===== config.mk =====
export PLATFORM = sky130hd
export DESIGN_NAME = route_comp_pipe
export DESIGN_NICKNAME = d
export VERILOG_FILES = /design/src/rtl/route_comp_pipe_pkg.sv /design/src/rtl/route_comp_pipe_dir.sv /design/src/rtl/route_comp_pipe.sv
export SDC_FILE = /design/constraint.sdc
export NUM_CORES = 1
export LEC_CHECK = 0
export ABC_AREA = 1
export CAP_MARGIN = 10
export CORE_MARGIN = 2
export CORE_UTILIZATION = 47
export CTS_BUF_LIST = sky130_fd_sc_hd__clkbuf_4
export DETAILED_ROUTE_END_ITERATION = 10
export GPL_TIMING_DRIVEN = 0
export PLACE_DENSITY = 0.83
export REMOVE_ABC_BUFFERS = 1
export SYNTH_ARGS = -nofsm -noshare
export SYNTH_HDL_FRONTEND = slang
export SYNTH_SLANG_ARGS = --single-unit

===== constraint.sdc =====
create_clock -name clk -period 2.1 [get_ports clk]
set_clock_uncertainty 0.2 [all_clocks]
set_input_delay 0.315 -clock clk [delete_from_list [all_inputs] [get_ports clk]]
set_output_delay 0.315 -clock clk [all_outputs]
set_load 0.1 [all_outputs]

===== src/rtl/route_comp_pipe_pkg.sv =====
// Shared constants for the route-compute pipeline: output port indices and
// a helper that assembles a productive-port vector.
package route_comp_pipe_pkg;

  localparam int P_GT_X   = 0;
  localparam int P_LT_X   = 1;
  localparam int P_GT_Y   = 2;
  localparam int P_LT_Y   = 3;
  localparam int P_LOCAL  = 4;
  localparam int NUM_PORT = 5;

  function automatic logic [NUM_PORT-1:0] make_prod(
    input logic gt_x,
    input logic lt_x,
    input logic gt_y,
    input logic lt_y
  );
    logic [NUM_PORT-1:0] p;
    p          = '0;
    p[P_GT_X]  = gt_x;
    p[P_LT_X]  = lt_x;
    p[P_GT_Y]  = gt_y;
    p[P_LT_Y]  = lt_y;
    p[P_LOCAL] = ~(gt_x | lt_x | gt_y | lt_y);
    return p;
  endfunction

endpackage


===== src/rtl/route_comp_pipe_dir.sv =====
// Combinational single-dimension direction decision (greater / less / tie)
// for either plain mesh or torus wrap-around routing.
module route_dir_1d #(
  parameter int WIDTH_COORD = 3,
  parameter int MESH        = 8,
  parameter int TORUS       = 0
) (
  input  logic [WIDTH_COORD-1:0] pos,
  input  logic [WIDTH_COORD-1:0] dst,
  input  logic                   tie_bit,
  output logic                   gt,
  output logic                   lt,
  output logic                   tie
);

  localparam int DW = WIDTH_COORD + 2;
  localparam logic [DW-1:0] MESH_V = DW'(MESH);

  logic [WIDTH_COORD:0] delta;
  logic [DW-1:0]        raw;
  logic [DW-1:0]        fwd;
  logic [DW-1:0]        fwd2;

  always_comb begin
    gt    = 1'b0;
    lt    = 1'b0;
    tie   = 1'b0;
    delta = {1'b0, dst} - {1'b0, pos};
    // Forward distance modulo MESH; adding MESH first keeps it non-negative.
    raw   = {2'b00, dst} + MESH_V - {2'b00, pos};
    fwd   = (raw >= MESH_V) ? (raw - MESH_V) : raw;
    fwd2  = fwd << 1;
    if (TORUS == 0) begin
      lt = delta[WIDTH_COORD];
      gt = ~delta[WIDTH_COORD] && (delta != '0);
    end else if (fwd != '0) begin
      if (fwd2 < MESH_V) begin
        gt = 1'b1;
      end else if (fwd2 > MESH_V) begin
        lt = 1'b1;
      end else begin
        tie = 1'b1;
        lt  = tie_bit;
        gt  = ~tie_bit;
      end
    end
  end

endmodule


===== src/rtl/route_comp_pipe.sv =====
// One-stage route-compute pipeline: per-channel productive-port vectors from
// packed destinations against a reconfigurable node position.
module route_comp_pipe
  import route_comp_pipe_pkg::*;
#(
  parameter int WIDTH_COORD = 3,
  parameter int NUM_CH      = 4,
  parameter int MESH_X      = 8,
  parameter int MESH_Y      = 8,
  parameter int TORUS       = 0,
  parameter int RST_POS_X   = 0,
  parameter int RST_POS_Y   = 0
) (
  input  logic                          clk,
  input  logic                          reset,
  input  logic                          cfg_we,
  input  logic [WIDTH_COORD-1:0]        cfg_pos_x,
  input  logic [WIDTH_COORD-1:0]        cfg_pos_y,
  input  logic                          stall,
  input  logic [NUM_CH-1:0]             in_valid,
  input  logic [NUM_CH*WIDTH_COORD-1:0] in_dst_x,
  input  logic [NUM_CH*WIDTH_COORD-1:0] in_dst_y,
  output logic [NUM_CH-1:0]             out_valid,
  output logic [NUM_CH*NUM_PORT-1:0]    out_prod,
  output logic [NUM_CH-1:0]             out_err,
  output logic [WIDTH_COORD-1:0]        pos_x,
  output logic [WIDTH_COORD-1:0]        pos_y
);

  localparam int W = WIDTH_COORD;
  localparam logic [W:0] LIM_X = (W+1)'(MESH_X);
  localparam logic [W:0] LIM_Y = (W+1)'(MESH_Y);

  logic                       tie_bit;
  logic [NUM_CH*NUM_PORT-1:0] nxt_prod;
  logic [NUM_CH-1:0]          nxt_err;
  logic [NUM_CH-1:0]          ch_tie;

  for (genvar ch = 0; ch < NUM_CH; ch++) begin : g_ch
    logic [W-1:0] dx;
    logic [W-1:0] dy;
    logic         x_gt, x_lt, x_tie;
    logic         y_gt, y_lt, y_tie;
    logic         in_range;
    logic         route_ok;

    assign dx = in_dst_x[ch*W +: W];
    assign dy = in_dst_y[ch*W +: W];

    route_dir_1d #(.WIDTH_COORD(W), .MESH(MESH_X), .TORUS(TORUS)) u_dir_x (
      .pos     (pos_x),
      .dst     (dx),
      .tie_bit (tie_bit),
      .gt      (x_gt),
      .lt      (x_lt),
      .tie     (x_tie)
    );

    route_dir_1d #(.WIDTH_COORD(W), .MESH(MESH_Y), .TORUS(TORUS)) u_dir_y (
      .pos     (pos_y),
      .dst     (dy),
      .tie_bit (tie_bit),
      .gt      (y_gt),
      .lt      (y_lt),
      .tie     (y_tie)
    );

    assign in_range = ({1'b0, dx} < LIM_X) && ({1'b0, dy} < LIM_Y);
    assign route_ok = in_valid[ch] && in_range;

    // Out-of-range flits report an error and never take part in tie-breaking.
    assign nxt_prod[ch*NUM_PORT +: NUM_PORT] =
      route_ok ? make_prod(x_gt, x_lt, y_gt, y_lt) : '0;
    assign nxt_err[ch] = in_valid[ch] && !in_range;
    assign ch_tie[ch]  = route_ok && (x_tie || y_tie);
  end

  always_ff @(posedge clk) begin
    if (reset) begin
      out_valid <= '0;
      out_prod  <= '0;
      out_err   <= '0;
      tie_bit   <= 1'b0;
      pos_x     <= W'(RST_POS_X);
      pos_y     <= W'(RST_POS_Y);
    end else begin
      if (cfg_we) begin
        pos_x <= cfg_pos_x;
        pos_y <= cfg_pos_y;
      end
      if (!stall) begin
        out_valid <= in_valid;
        out_prod  <= nxt_prod;
        out_err   <= nxt_err;
        if (|ch_tie) begin
          tie_bit <= ~tie_bit;
        end
      end
    end
  end

endmodule


# Word-level counts from Yosys, hierarchy flattened
# Cells that the tools add are included.
# totals
ff_bits	30
in_bits	38
output_inout_bits	34
elab_cells	56
# op_classes
add_sub_neg	8
muxes	4
bitwise	24
n_reduce_logical	16
# op_table
cell	count
$reduce_bool A4 Y1	8
$sub A3 B3 Y4	8
$mux W5	4
$not A1 Y1	12
$or A1 B1 Y1	12
$logic_and A1 B1 Y1	8

# Longest topological paths before layout
# depth
depth_word	8
depth_mapped	10
ltp_nobuf	10

# Hierarchy
# Synthesis repeated with hierarchy kept, for this count alone.
# unflattened
cells_unflattened	342
hier_area_um2	2338.5
# modules_own_cells
module	n_inst	cells_each	area_per_inst_um2	seq_area_each_um2
route_comp_pipe	1	158	1247.4	620.6
route_dir_1d	8	23	136.4	0.0

# Least setup slack after synthesis
# No wires, ideal clock.
# synth_path
kind	register to register
start	register pos_y[1]
end	register out_prod[9]
setup_ns	0.071
arrival_ns	2.321
t_required_ns	1.829
setup_slack_ns	-0.492
path_stages_with_launch	8
n_path_buf	0
synth_period_minus_slack_ns	2.592
path_cell_list	dfxtp_1 inv_1 fa_1 nor2_1 nand3_1 nor2_2 nand3_1 a21oi_1
# synth_between
elab_chain_cells	7
elab_cells_between_ends	8
cone_classes	add/sub (1); mux (1); bitwise (4); reduce/logical (2)
# synth_lines
element	line_no	rtl
from (decl)	route_comp_pipe.sv:27	output logic [WIDTH_COORD-1:0] pos_y
from (signal assigned)	route_comp_pipe.sv:85	pos_y <= W'(RST_POS_Y);
from (signal assigned)	route_comp_pipe.sv:89	pos_y <= cfg_pos_y;
$sub A3 B3 Y4 *	route_comp_pipe_dir.sv:28	delta = {1'b0, dst} - {1'b0, pos};
$reduce_bool A4 Y1 or $not A1 Y1 (tied branches)	route_comp_pipe_dir.sv:35	gt = ~delta[WIDTH_COORD] && (delta != '0);
$logic_and A1 B1 Y1	route_comp_pipe_dir.sv:35	
$or A1 B1 Y1	route_comp_pipe_pkg.sv:24	p[P_LOCAL] = ~(gt_x | lt_x | gt_y | lt_y);
$or A1 B1 Y1 *	route_comp_pipe_pkg.sv:24	
$not A1 Y1 *	route_comp_pipe_pkg.sv:24	
$mux W5 *	route_comp_pipe.sv:73	route_ok ? make_prod(x_gt, x_lt, y_gt, y_lt) : '0;
to (signal assigned)	route_comp_pipe.sv:93	out_prod <= nxt_prod;
to (decl)	route_comp_pipe.sv:24	output logic [NUM_CH*NUM_PORT-1:0] out_prod,
# Every way passes the cells marked *; elsewhere a longest branch is shown, timed or not.
# A chain may end at the register's enable or synchronous reset.

# Worst setup path in the final report
# layout_path
start	register out_prod[9]
end	output port out_prod[9]
# No word-level cell between the ends.

==> impl_metrics.csv <==
group,metric,value,unit
floorplanning,start_util,0.485,
worst_setup_path,crit_type,"reg -> out",
clock_network,cts_tree,"built",
route,drtAntennaViolNets,0,
worst_setup_path,required,1.58,ns
timing,setup_viol_count_final,0,
clock_network,clk_latency,0.34,ns
power_and_ir_drop,clockPowerShare,0.216,
timing,worstMarginPinSlew,1.17,ns
cells_and_area,diodes,0,
worst_setup_path,crit_cells,1,
floorplanning,num_rows,24,
timing,slew_headroom,0.216,
floorplanning,die-area,5010,sq um
worst_setup_path,rrSetupSlack,0.09,ns
worst_setup_path,r2r_end,"out_prod[4]",
global_route,overflow,0,
floorplanning,core_area,4320,sq um
route,drt_pass1_iterations,4,
status,outcome,"completed",
synthesis,ys_warn_count,0,
route,drt-initial-drc-count,53,
cells_and_area,utilization,0.660,
timing,hold_viol_final,0,
global_route,grt_pass1_wl,8140,um
global_route,grt_pass1_vias,1888,
worst_setup_path,r2r-start,"pos_y[0]",
synthesis,seq_area_frac_synth,0.286,
global_route,grtUsageTotal,0.204,
timing,slew_viol_final,0,
route,postRouteWirelength,4880,um
synthesis,synthesis.area,2100,sq um
hold_path,hold_class,"reg -> reg",
clock_network,clk_pin_slew_worst_paths,0.10,ns
power_and_ir_drop,finalPower,1.62,mW
placed_design,hpwlAfterDp,3800,um
worst_setup_path,worst-path-buf-inv,1,
worst_setup_path,startpoint_type,"register",
global_route,grt_max_degree,31,
route,drc,0,
clock_network,h-tree-depth,2,
worst_setup_path,rr_worst_depth,8,
floorplanning,die_y,70.8,um
power_and_ir_drop,p_sw,0.682,mW
power_and_ir_drop,power_leakage,1.42,nW
worst_setup_path,cp_max_fo,2,
power_and_ir_drop,power.density,567,nW/um^2
route,vias,1965,
floorplanning,fp.dieW,70.8,um
floorplanning,ios,72,
synthesis,yosys_register_bits,30,
worst_setup_path,crit_path_start,"out_prod[9]",
cells_and_area,final_cell_area,2850,sq um
clock_network,cts_inserted_buffers,5,
worst_setup_path,endpoint_kind,"output pin",
placed_design,dpl_cell_area,2780,sq um
power_and_ir_drop,seqPwrFrac,0.380,
flow_run,maxCapViolations,0,
route,via_per_inst,4.76,
timing,timing.final.crit_share,0.977,
power_and_ir_drop,p_sw_frac,0.422,
cells_and_area,drive_above_1_share,0.0942,
worst_setup_path,slowest_delay,0.85,ns
placed_design,gp_congestion,0.797,
global_route,antenna_found_initial,0,
clock_network,cts.sinks,30,
clock_network,clock-root-buffer,"clkbuf_4",
worst_setup_path,crit_arrival,1.54,ns
synthesis,ys_types,18,
worst_setup_path,path_cells,"dlygate4sd2_1",
timing,fin_crit,2.05,ns
placed_design,io_buffers,67,
synthesis,avgSynthCellArea,7.21,sq um
synthesis,synth_cells,291,
cells_and_area,fin_nets,430,
power_and_ir_drop,combinationalPowerShare,0.404,
timing,fmax,488,MHz
clock_network,cts_buffer_depth,2,
worst_setup_path,cpLargestDelayFamily,"buffers and inverters",
route,wl_per_cell,11.8,um
power_and_ir_drop,p_int,0.936,mW
power_and_ir_drop,vdd_drop_max,0.419,mV
worst_setup_path,setup.worst_path.end,"out_prod[9]",
timing,rsz0062_at_grt,"true",
worst_setup_path,crit_slowest_cell,"dlygate4sd2_1",
cells_and_area,area_growth,36.1,%
logic make-up (layout without fill, tap and decap cells):
kind of cell,after synthesis,after routing,synth area share
and+or+nand+nor,128,128,0.264
buffers and inverters,68,135,0.142
adders and majority gates,32,32,0.220
AOI/OAI and AO/OA,32,32,0.0865
DFF,30,30,0.286
other,1,4,0.00179
synth_stat cells:
library cell	count	share of area
a211oi_1	4	0.014
a21oi_1	25	0.060
a21oi_2	3	0.013
buf_4	6	0.021
buf_6	1	0.0054
clkbuf_1	3	0.0054
clkinv_1	1	0.0018
clkinv_8	1	0.0078
conb_1	1	0.0018
dfxtp_1	30	0.29
fa_1	8	0.076
ha_1	24	0.14
inv_1	56	0.10
nand2_1	74	0.13
nand2_4	4	0.021
nand3_1	22	0.053
nor2_1	22	0.039
nor2_2	6	0.018
power groups by stage:
stage	logic [mW]	registers, mW	clock network (mW)
detailed placement	0.663	0.628	0
global route	0.711	0.619	0.385
floorplan	0.254	0.829	0
finish	0.654	0.615	0.349
CTS	0.648	0.614	0.359
global placement	0.646	0.627	0
routing by layer:
metal  routed length, um  part of all wire  track usage  vias to the layer above
met1                2060              0.42        0.248                      871
met2                2480              0.51        0.361                       59
met3                 277             0.057       0.0385                        7
met4                  62             0.013       0.0713                        0
met5                   0                 0            0                        -
li1                    -                 -            -                     1028
registers in the layout (all words and copies together), names as in the netlist:
register   flops
out_valid      4
pos_y          3
pos_x          3
out_prod      20
through the flow:
stage	worst slack (ns)	TNS [ns]	hold slack (ns)	cells
6_report	0.0489	0	0.267	413
5_1_grt	-0.0320	-0.0584	0.283	413
4_1_cts	0.0195	0	0.270	411
3_5_place_dp	-0.328	-6.63	0.256	403
3_3_place_gp	-0.310	-6.51	0.242	403
2_1_floorplan	-0.491	-6.82	0.177	284
area by class of cell:
type	instances	area [sq um]
Inverter	58	234
Multi-Input combinational cell	196	1220
Clock inverter	2	8.76
Tap cell	52	65.1
Timing Repair Buffer	69	672
Sequential cell	30	607
Clock buffer	6	45.0
Fill cell	397	1470
worst min path at each step:
stage                     start            to  slack, ns  depth (start not counted)
floorplan                 reset  out_prod[14]       0.18                          1
global placement    out_prod[0]   out_prod[0]       0.24                          2
detailed placement  out_prod[7]   out_prod[7]       0.26                          2
CTS                 out_prod[7]   out_prod[7]       0.27                          2
global route        out_prod[6]   out_prod[6]       0.28                          2
finish              out_prod[7]   out_prod[7]       0.27                          2
layout by cell type (no fill, tap or decap), drive strengths merged, types with 2 or more instances in the layout:
cell type / count
a211oi: 4
a21oi: 28
buf: 2
clkbuf: 6
clkdlybuf4s15: 15
clkdlybuf4s50: 36
clkinv: 4
conb: 4
dfxtp: 30
dlygate4sd2: 15
fa: 8
ha: 24
inv: 55
nand2: 78
nand3: 22
nor2: 28
repair_timing:
item                       CTS  global route
pin swaps                    0             8
hold buffers                 0             0
buffers inserted             0             2
gates resized for setup     35            23
cloned                       0             0
setup endpoints to repair   31            29
hold endpoints to repair     0             0
Note: power is estimated with default switching activity, not from simulation.
